### config.mk
export PLATFORM = sky130hd
export DESIGN_NAME = uart_frame_sequencer
export DESIGN_NICKNAME = d
export VERILOG_FILES = /design/src/rtl/uart_frame_pkg.sv /design/src/rtl/byte_fifo.sv /design/src/rtl/uart_frame_sequencer.sv
export SDC_FILE = /design/constraint.sdc
export NUM_CORES = 2
export LEC_CHECK = 0
export BUFFER_PORTS_ARGS = -buffer_cell sky130_fd_sc_hd__buf_4
export CAP_MARGIN = 40
export CORE_UTILIZATION = 40
export DETAILED_ROUTE_END_ITERATION = 12
export PLACE_DENSITY_LB_ADDON = 0.1
export SKIP_LAST_GASP = 1
export SLEW_MARGIN = 20
export SYNTH_ARGS = -nofsm -noshare
export SYNTH_HDL_FRONTEND = slang
export SYNTH_SLANG_ARGS = --single-unit
### constraint.sdc
create_clock -name clk_in -period 12.2 [get_ports clk_in]
set_input_delay 1.83 -clock clk_in [delete_from_list [all_inputs] [get_ports clk_in]]
set_output_delay 1.83 -clock clk_in [all_outputs]
set_load 0.02 [all_outputs]
### src/rtl/uart_frame_pkg.sv
// rtl/uart_frame_pkg.sv - shared types and defaults for the UART frame sequencer
package uart_frame_pkg;

  typedef enum logic [2:0] {
    IDLE,
    SYNC,
    LEN_HI,
    LEN_LO,
    PAYLOAD,
    CSUM
  } frame_state_t;

  typedef enum logic [1:0] {
    ISSUE,
    HOLD,
    WAIT
  } byte_step_t;

  localparam logic [7:0] DEFAULT_SYNC_BYTE  = 8'hFF;
  localparam int         DEFAULT_SYNC_COUNT = 4;

  // Payload bytes equal to the sync value are nudged down so the header stays unique.
  function automatic logic [7:0] clamp_payload(input logic [7:0] b, input logic [7:0] sync_byte);
    return (b == sync_byte) ? (sync_byte - 8'd1) : b;
  endfunction

endpackage

### src/rtl/byte_fifo.sv
// rtl/byte_fifo.sv - first-word fall-through byte FIFO with async active-low reset
module byte_fifo #(
  parameter int DEPTH = 512
) (
  input  logic       clk,
  input  logic       rst_n,
  input  logic       push,
  input  logic       pop,
  input  logic [7:0] din,
  output logic [7:0] dout,
  output logic       full,
  output logic       empty
);

  localparam int            AW         = $clog2(DEPTH);
  localparam logic [AW:0]   FULL_COUNT = (AW+1)'(DEPTH);
  localparam logic [AW:0]   CNT_ONE    = (AW+1)'(1);
  localparam logic [AW-1:0] PTR_ONE    = AW'(1);

  logic [7:0]    mem [DEPTH];
  logic [AW-1:0] wr_ptr;
  logic [AW-1:0] rd_ptr;
  logic [AW:0]   count;
  logic          do_push;
  logic          do_pop;

  assign full    = (count == FULL_COUNT);
  assign empty   = (count == '0);
  assign do_pop  = pop && !empty;
  // A pop in the same cycle frees the slot, so a full FIFO can still take a byte.
  assign do_push = push && (!full || do_pop);
  assign dout    = mem[rd_ptr];

  always_ff @(posedge clk) begin
    if (do_push) begin
      mem[wr_ptr] <= din;
    end
  end

  always_ff @(posedge clk or negedge rst_n) begin
    if (!rst_n) begin
      wr_ptr <= '0;
      rd_ptr <= '0;
      count  <= '0;
    end else begin
      if (do_push) begin
        wr_ptr <= wr_ptr + PTR_ONE;
      end
      if (do_pop) begin
        rd_ptr <= rd_ptr + PTR_ONE;
      end
      case ({do_push, do_pop})
        2'b10:   count <= count + CNT_ONE;
        2'b01:   count <= count - CNT_ONE;
        default: count <= count;
      endcase
    end
  end

endmodule

### src/rtl/uart_frame_sequencer.sv
// rtl/uart_frame_sequencer.sv - frames buffered payload bytes (sync, length, payload, checksum)
// and paces them into uart_transmit with the trigger/busy handshake.
module uart_frame_sequencer
  import uart_frame_pkg::*;
#(
  parameter int         PAYLOAD_LEN = 420,
  parameter int         FIFO_DEPTH  = 512,
  parameter logic [7:0] SYNC_BYTE   = DEFAULT_SYNC_BYTE,
  parameter int         SYNC_COUNT  = DEFAULT_SYNC_COUNT
) (
  input  logic       clk_in,
  input  logic       rst_in,
  input  logic [7:0] byte_in,
  input  logic       byte_valid_in,
  output logic       byte_ready_out,
  input  logic       frame_start_in,
  input  logic       enable_in,
  input  logic       tx_busy_in,
  output logic [7:0] tx_byte_out,
  output logic       tx_trigger_out,
  output logic       frame_active_out,
  output logic       frame_done_out,
  output logic       frame_drop_out
);

  localparam int            PW       = $clog2(PAYLOAD_LEN + 1);
  localparam int            HW       = $clog2(SYNC_COUNT + 1);
  localparam logic [15:0]   LEN16    = 16'(PAYLOAD_LEN);
  localparam logic [PW-1:0] PAY_LAST = PW'(PAYLOAD_LEN - 1);
  localparam logic [PW-1:0] PAY_ONE  = PW'(1);
  localparam logic [HW-1:0] HDR_LAST = HW'(SYNC_COUNT - 1);
  localparam logic [HW-1:0] HDR_MAX  = HW'(SYNC_COUNT);
  localparam logic [HW-1:0] HDR_ONE  = HW'(1);

  frame_state_t  state_q, state_d;
  byte_step_t    step_q, step_d;
  logic [HW-1:0] hdr_cnt_q;
  logic [PW-1:0] pay_cnt_q;
  logic [7:0]    csum_q;
  logic [7:0]    tx_byte_q;
  logic          done_q;
  logic          drop_q;

  logic       fifo_push;
  logic       fifo_pop;
  logic [7:0] fifo_dout;
  logic       fifo_full;
  logic       fifo_empty;

  logic       issue;
  logic       advance;
  logic       accept;
  logic       byte_avail;
  logic [7:0] cur_byte;

  // Ready is held low while reset is asserted and rises once it is released.
  assign byte_ready_out = rst_in && !fifo_full;
  assign fifo_push      = byte_valid_in && byte_ready_out;

  byte_fifo #(
    .DEPTH (FIFO_DEPTH)
  ) u_fifo (
    .clk   (clk_in),
    .rst_n (rst_in),
    .push  (fifo_push),
    .pop   (fifo_pop),
    .din   (byte_in),
    .dout  (fifo_dout),
    .full  (fifo_full),
    .empty (fifo_empty)
  );

  always_ff @(posedge clk_in or negedge rst_in) begin
    if (!rst_in) begin
      state_q <= IDLE;
      step_q  <= ISSUE;
    end else begin
      state_q <= state_d;
      step_q  <= step_d;
    end
  end

  always_comb begin
    state_d    = state_q;
    step_d     = step_q;
    issue      = 1'b0;
    advance    = 1'b0;
    accept     = 1'b0;
    fifo_pop   = 1'b0;
    byte_avail = 1'b1;
    cur_byte   = SYNC_BYTE;

    case (state_q)
      LEN_HI:  cur_byte = LEN16[15:8];
      LEN_LO:  cur_byte = LEN16[7:0];
      PAYLOAD: begin
        cur_byte   = clamp_payload(fifo_dout, SYNC_BYTE);
        byte_avail = !fifo_empty;
      end
      CSUM:    cur_byte = csum_q;
      default: cur_byte = SYNC_BYTE;
    endcase

    if (state_q == IDLE) begin
      if (frame_start_in) begin
        accept  = 1'b1;
        state_d = SYNC;
        step_d  = ISSUE;
      end
    end else begin
      case (step_q)
        ISSUE: begin
          if (enable_in && !tx_busy_in && byte_avail) begin
            issue    = 1'b1;
            fifo_pop = (state_q == PAYLOAD);
            step_d   = HOLD;
          end
        end
        HOLD: step_d = WAIT;
        WAIT: begin
          if (!tx_busy_in) begin
            advance = 1'b1;
            step_d  = ISSUE;
            case (state_q)
              SYNC:    if (hdr_cnt_q == HDR_LAST) state_d = LEN_HI;
              LEN_HI:  state_d = LEN_LO;
              LEN_LO:  state_d = PAYLOAD;
              PAYLOAD: if (pay_cnt_q == PAY_LAST) state_d = CSUM;
              CSUM:    state_d = IDLE;
              default: state_d = IDLE;
            endcase
          end
        end
        default: step_d = ISSUE;
      endcase
    end
  end

  always_ff @(posedge clk_in or negedge rst_in) begin
    if (!rst_in) begin
      hdr_cnt_q <= '0;
      pay_cnt_q <= '0;
      csum_q    <= '0;
      tx_byte_q <= '0;
      done_q    <= 1'b0;
      drop_q    <= 1'b0;
    end else begin
      if (accept) begin
        hdr_cnt_q <= '0;
        pay_cnt_q <= '0;
        csum_q    <= '0;
      end else begin
        if (issue && state_q == PAYLOAD) begin
          csum_q <= csum_q + cur_byte;
        end
        if (advance && state_q == SYNC && hdr_cnt_q != HDR_MAX) begin
          hdr_cnt_q <= hdr_cnt_q + HDR_ONE;
        end
        if (advance && state_q == PAYLOAD) begin
          pay_cnt_q <= pay_cnt_q + PAY_ONE;
        end
      end
      if (issue) begin
        tx_byte_q <= cur_byte;
      end
      done_q <= advance && (state_q == CSUM);
      drop_q <= frame_start_in && (state_q != IDLE);
    end
  end

  // The issued byte is presented combinationally alongside the trigger, then held.
  assign tx_byte_out      = issue ? cur_byte : tx_byte_q;
  assign tx_trigger_out   = issue;
  assign frame_active_out = (state_q != IDLE);
  assign frame_done_out   = done_q;
  assign frame_drop_out   = drop_q;

endmodule
### Word-level counts from Yosys, hierarchy flattened

Memory sizes are Yosys's and may differ from the RTL's.
Index checks and enable logic that the tools add are counted.

| word-level totals | value |
|---|---|
| flip-flop bits (word level) | 63 |
| bits in writable memories | 4096 |
| input port bits | 14 |
| output and inout bits | 13 |
| memories kept | 1 |

Memory list:

| name | words | width | rd ports | clocked after memory_dff | write ports | RTL line | RTL |
|---|---|---|---|---|---|---|---|
| u_fifo.mem | 512 | 8 | 1 | 0 | 1 | byte_fifo.sv:20 | `logic [7:0] mem [DEPTH];` |

| operators by class | value |
|---|---|
| add/subtract/negate cells | 7 |
| equal/unequal tests | 20 |
| mux-type cells | 36 |
| reduce and logical (&&, ||, !) cells | 27 |

Operators by type and width:

| cell | number |
|---|---|
| $mux W8 | 4 |
| $pmux W8 S4 | 1 |
| $add A9 B1 Y9 const B | 3 |
| $mux W3 | 8 |
| $pmux W10 S2 | 1 |
| $mux W9 | 2 |
| $mux W1 | 14 |
| $logic_and A1 B1 Y1 | 12 |
| $ne A3 B3 Y1 const B | 4 |
| $pmux W3 S4 | 1 |
| $add A10 B1 Y10 const B | 1 |
| $eq A10 B10 Y1 const B | 1 |
| $logic_not A10 Y1 | 1 |
| $reduce_bool A2 Y1 | 5 |
| $sub A10 B1 Y10 const B | 1 |
| $eq A3 B2 Y1 const B | 3 |
| $eq A9 B9 Y1 const B | 1 |
| $add A8 B8 Y8 | 1 |
| $eq A8 B8 Y1 const B | 1 |
| $mux W2 | 4 |
| $eq A3 B3 Y1 const B | 2 |
| $pmux W2 S3 | 1 |
| $reduce_and A5 Y1 | 1 |
| $eq A2 B1 Y1 const B | 2 |
| 12 further kinds | 15 |

### Logic depth before layout (Yosys ltp)

| depth | value |
|---|---|
| depth after elaboration | 12 |
| mapped depth | 24 |
| gate-level depth less buffers | 19 |

### Modules after synthesis

A second synthesis with hierarchy kept.

| second synthesis, totals | value |
|---|---|
| cells, all modules | 7738 |
| area total of the unflattened synthesis | 162234.3 µm² |

By module, submodules not included:

| module | instances | cells each | area an instance (µm²) | sequential area each (µm²) |
|---|---|---|---|---|
| byte_fifo | 1 | 7526 | 160148.6 | 123698.6 |
| uart_frame_sequencer | 1 | 212 | 2085.8 | 875.8 |

### Least setup slack after synthesis

OpenSTA, ideal clock, no wires.

| path | value |
|---|---|
| path type | input to register |
| start | input port enable_in |
| end | register u_fifo.count[9] |
| arrival | 5017 ps |
| data required time | 12084 ps |
| path slack | 7067 ps |
| stages | 16 |
| buffers on the path | 0 |
| cells stage by stage | nor4bb_1 > o41ai_2 > inv_2 > nand2_1 > inv_2 > ha_1 > ha_1 > a21o_1 > a21oi_1 > o21bai_1 > a21oi_1 > o21bai_1 > a21o_1 > a21oi_1 > o21ai_0 > o311ai_0 |

| on the way | value |
|---|---|
| cells in the longest elaborated chain, start to end | 10 |
| elaborated cells between the ends (all ways) | 12 |
| classes of those cells | eq/ne (2); mux (4); reduce/logical (6) |

Ends and longest elaborated chain:

| element | RTL line | RTL |
|---|---|---|
| start, declared | uart_frame_sequencer.sv:17 | `input logic enable_in,` |
| $logic_and A1 B1 Y1 * (2 in a row) | uart_frame_sequencer.sv:113 | `if (enable_in && !tx_busy_in && byte_avail) begin` |
| $mux W1 * | uart_frame_sequencer.sv:113 |  |
| $mux W1 * | uart_frame_sequencer.sv:111 | `case (step_q)` |
| $mux W1 * | uart_frame_sequencer.sv:104 | `if (state_q == IDLE) begin` |
| $logic_and A1 B1 Y1 * | byte_fifo.sv:29 | `assign do_pop = pop && !empty;` |
| net u_fifo.do_pop | byte_fifo.sv:25 | `logic do_pop;` |
| $logic_or A1 B1 Y1 | byte_fifo.sv:31 | `assign do_push = push && (!full \|\| do_pop);` |
| $logic_and A1 B1 Y1 | byte_fifo.sv:31 |  |
| $eq A2 B1 Y1 / $eq A2 B2 Y1 (equally long branches) | byte_fifo.sv:52 | `case ({do_push, do_pop})` |
| $pmux W10 S2 / $reduce_bool A2 Y1 (equally long branches) | -- |  |
| end signal, assigned | byte_fifo.sv:53 | `2'b10: count <= count + CNT_ONE;` |
| end signal, assigned | byte_fifo.sv:54 | `2'b01: count <= count - CNT_ONE;` |
| end signal, assigned | byte_fifo.sv:55 | `default: count <= count;` |
| end, declared | byte_fifo.sv:23 | `logic [AW:0] count;` |

Mark *: on every way through the listed nets, which the timed path passes. The rest lies on a longest branch.
A chain may end at the register's enable or synchronous reset.

### Worst setup path in the final report

| path | value |
|---|---|
| start | register u_fifo.rd_ptr[0] |
| end | output port tx_byte_out[1] |

| on the way | value |
|---|---|
| cells in the longest elaborated chain, start to end | 5 |

Ends and longest elaborated chain:

| element | RTL line | RTL |
|---|---|---|
| start, declared | byte_fifo.sv:22 | `logic [AW-1:0] rd_ptr;` |
| start signal, assigned | byte_fifo.sv:50 | `rd_ptr <= rd_ptr + PTR_ONE;` |
| $mem_v2 Z512 W8 * | -- |  |
| $eq A8 B8 Y1 | uart_frame_pkg.sv:24 | `return (b == sync_byte) ? (sync_byte - 8'd1) : b;` |
| $mux W8 * | uart_frame_pkg.sv:24 |  |
| $pmux W8 S4 * | uart_frame_sequencer.sv:93 | `case (state_q)` |
| $mux W8 * | -- |  |
| end, declared | uart_frame_sequencer.sv:19 | `output logic [7:0] tx_byte_out,` |

Every way passes the cells marked *; elsewhere a longest branch is shown, timed or not.

==> out/results.tsv <==
stage	metric	value	unit
finish	n_fill_cell	33150	
floorplanning	num_rows	232	
synthesis	seq_area_frac_synth	0.7750	
global_route	grt_pass1_vias	82340	
clock_tree	cts_buffers	443	
flow_run	cap_violations	0	
pwr	vdd_drop_max	0.1477	mV
floorplanning	io_pins	27	
synthesis	synthFlopType	edfxtp_1	
synthesis	yosys_warnings	0	
place	io_buffers	26	
clock_tree	cts_max_level	5	
synthesis	synth-seq-cells	4159	
clock_tree	cts-root-buf	clkbuf_16	
floorplanning	die_height	635.9	µm
routing	wl	476.4	mm
worst_setup_path	crit_slowest_cell	o41ai_2	
worst_setup_path	cp-start-kind	register	
worst_setup_path	path_max_fanout	87	
timing	worstMarginPinSlew	1.155	ns
pwr	p_leak	57.61	nW
global_route	use_met3	0.04285	
timing	clock.fmax	114.0	MHz
finish	utilization	0.4654	
timing	slew_viol_final	0	
timing	rsz0062_at_grt	false	
worst_setup_path	end_kind	primary output	
timing	hold_viol	0	
timing	setup_viol	0	
global_route	antenna_found_initial	28	
clock_tree	clock_latency	0.99	ns
worst_setup_path	cp.required	10.37	ns
global_route	track_usage	0.2327	
synthesis	muxShareOfSynthArea	0.1481	
timing	period_minus_slack	8.773	ns
place	dpl-instance-area	171000	µm²
hold_path	min_path_type	reg -> reg	
synthesis	syn_avg_cell_area	21.49	µm²
global_route	grt_pass1_wl	664.3	mm
global_route	grt_util_met2	0.3701	
clock_tree	cts_setup_buffers	0	
pwr	p_total	36.08	mW
finish	final_layout_size_suffix_gt1_frac	0.2864	
outcome	status	completed	
synthesis	yosys.area_share.simple	0.02204	
routing	drtIter0Drc	8753	
floorplanning	die_w	635.9	µm
worst_setup_path	cp_top_family	compound AO/OA/AOI/OAI gates	
clock_tree	cts_buffer_depth	4	
synthesis	syn-cell-area	160700	µm²
synthesis	synthAdderAreaFrac	0.002195	
routing	via_per_inst	5.853	
worst_setup_path	cpPeakStageDelay	0.85	ns
place	place.gp.congestion	0.8246	
timing	fin_crit_sh	0.7191	
clock_tree	clkTransAtPathRegs	0.06	ns
worst_setup_path	criticalPathCategory	reg -> out	
routing	wire_per_inst	34.45	µm
synthesis	synth_top_family_by_area	multiplexers	
timing	max_slew_margin	0.2301	
routing	ant_nets	0	
timing	fin_worst_skew	0.07557	ns
synthesis	yosys.area_share.xor_xnor	0.001798	
finish	final_common_cell	edfxtp_1	
synthesis	postSynthCellCount	7480	
place	dpl.hpwl	294.3	mm
clock_tree	cts_resized	0	
finish	final_cell_mix	edfxtp_1, mux4_2, buf_4, nor2_1, clkbuf_16	
finish	nNetsFinal	8226	
global_route	grt_start_max_net_pins	216	
global_route	gr-total-overflow	0	
finish	stdcell_area	186000	µm²
floorplanning	coreArea	399700	µm²
routing	route.detailed.drc	0	
synthesis	synthArstFlopShare	0.01515	
clock_tree	cts_hold_buf	0	
synthesis	synth_cell_types	70	
finish	syn_to_final_growth	15.73	%
worst_setup_path	arrival	6.94	ns
worst_setup_path	crit_chain	buf_16 -> buf_4 -> buf_12 -> mux4_2 -> a22oi_1 -> a21oi_1 -> o41ai_2 -> nand4_1 -> mux2i_1 -> mux2i_1 -> o21a_1 -> mux2_4 -> buf_4	
routing	vias	80930	
synthesis	synth-edff-count	4096	
global_route	globalRoute.busiestLayer	met2	
clock_tree	cts_sinks	4159	
routing	drtPass1Iterations	6	
pwr	p_per_area	193.9	nW/µm²
synthesis	synth_compound_area_frac	0.03439	
clock_tree	cts_tree	yes	
floorplanning	dieArea	404400	µm²
synthesis	syn_nets	7521	
worst_setup_path	crit_buf_inv	4	
floorplanning	initial_core_util	0.4021	
timing	fin_tns_setup	0	ns
global_route	met1_usage	0.3282	
layer usage:
layer  wire length [µm]  vias up
li1                   -    32920
met3              33620      719
met4              15160        4
met2             225700     3000
met5                 36        -
met1             201900    44290
power by group:
| part | total (mW) | internal [mW] | switching [mW] |
|---|---|---|---|
| registers | 15.9 | 15.8 | 0.0918 |
| clock network | 13.0 | 7.42 | 5.62 |
| logic | 7.17 | 3.22 | 3.96 |
sequential cells by signal, summed over array words and instances (netlist names), named ones only:
register and count:
frame_done_out 1, frame_drop_out 1, pay_cnt_q 9, tx_byte_q 8, u_fifo.wr_ptr 9, step_q 2, u_fifo.mem 4096, u_fifo.rd_ptr 9
hdr_cnt_q 3, u_fifo.count 10, csum_q 8, state_q 2
cells in the mapped netlist (11+ instances only):
| library cell | count | area, µm² |
|---|---|---|
| inv_1 | 25 | 93.84 |
| clkbuf_1 | 253 | 949.7 |
| o21ai_0 | 30 | 150.1 |
| nor2b_1 | 13 | 81.33 |
| mux4_2 | 1020 | 22970 |
| buf_4 | 43 | 322.8 |
| o41ai_1 | 39 | 341.6 |
| buf_6 | 56 | 630.6 |
| nor2_1 | 563 | 2113 |
| nand3_1 | 27 | 135.1 |
| nor4_1 | 22 | 137.6 |
| nand2b_1 | 11 | 68.82 |
| edfxtp_1 | 4096 | 123000 |
| a22oi_1 | 371 | 2785 |
| dfrtp_1 | 63 | 1577 |
| nand2_1 | 133 | 499.2 |
| xnor2_1 | 25 | 219.0 |
| ha_1 | 25 | 312.8 |
| nor3_1 | 17 | 85.08 |
| mux2i_1 | 67 | 670.6 |
| a21oi_1 | 205 | 1026 |
| mux2_2 | 11 | 123.9 |
| buf_1 | 32 | 120.1 |
| buf_2 | 74 | 370.4 |
| o22ai_1 | 86 | 538.0 |
| nand4_1 | 21 | 131.4 |
logic make-up (layout without fill, tap and decap cells):
kind of cell | after synthesis | count (layout)
muxes | 1100 | 1100
and+or+nand+nor | 848 | 848
adders and majority gates | 27 | 27
other | 0 | 9
xor gates and xnor gates | 33 | 33
DFF | 4159 | 4159
buffers and inverters | 497 | 1571
AOI/OAI and AO/OA | 816 | 816
path summary, 6_finish.rpt:
| check | from | endpoint | slack [ns] | cells after the start |
|---|---|---|---|---|
| min in group asynchronous | rst_in | u_fifo.count[9] | 0.70 | 1 |
| max reg2reg | u_fifo.rd_ptr[0] | csum_q[7] | 4.85 | 21 |
| min | tx_byte_q[6] | tx_byte_q[6] | 0.49 | 2 |
| min reg2reg | tx_byte_q[6] | tx_byte_q[6] | 0.49 | 2 |
| max | u_fifo.rd_ptr[0] | tx_byte_out[1] | 3.43 | 13 |
| max in group asynchronous | rst_in | u_fifo.rd_ptr[0] | 10.74 | 3 |
area by class of cell:
cell class                 instances  area, µm²  share of cell area
antenna                            9      22.52           0.0001211
clock buffer                     563      11650             0.06264
clock inverter                   251       2241             0.01205
inverter                          29      110.1           0.0005919
multi-input combinational       2824      34100              0.1833
sequential                      4159     124600              0.6697
tap                             5265       6588             0.03541
timing repair buffer             728       6725             0.03615
worst register-to-register path, stage by stage (launching register included):
cell	delay, ns
dfrtp_4	0.63
buf_16	0.29
buf_4	0.32
buf_12	0.54
mux4_2	0.76
a22oi_1	0.28
a21oi_1	0.25
o41ai_2	0.85
nand4_1	0.68
mux2i_1	0.52
mux2i_1	0.13
o21a_1	0.23
ha_1	0.29
a21o_1	0.18
a21oi_1	0.23
o21bai_1	0.12
a21oi_1	0.24
o21bai_1	0.10
a21oi_1	0.19
nor3_1	0.07
o21ai_1	0.18
mux2i_1	0.20
metrics by stage:
stage | std cells | setup WS [ns] | hold slack, ns
after floorplan | 7480 | 7.067 | 0.4457
after global placement | 12470 | 3.056 | 0.4865
after detailed placement | 12890 | 4.511 | 0.4772
after CTS | 13700 | 3.423 | 0.4904
after global routing | 13820 | 3.300 | 0.5125
final | 13830 | 3.427 | 0.4866
No activity file was read; power rests on OpenSTA's default activity.
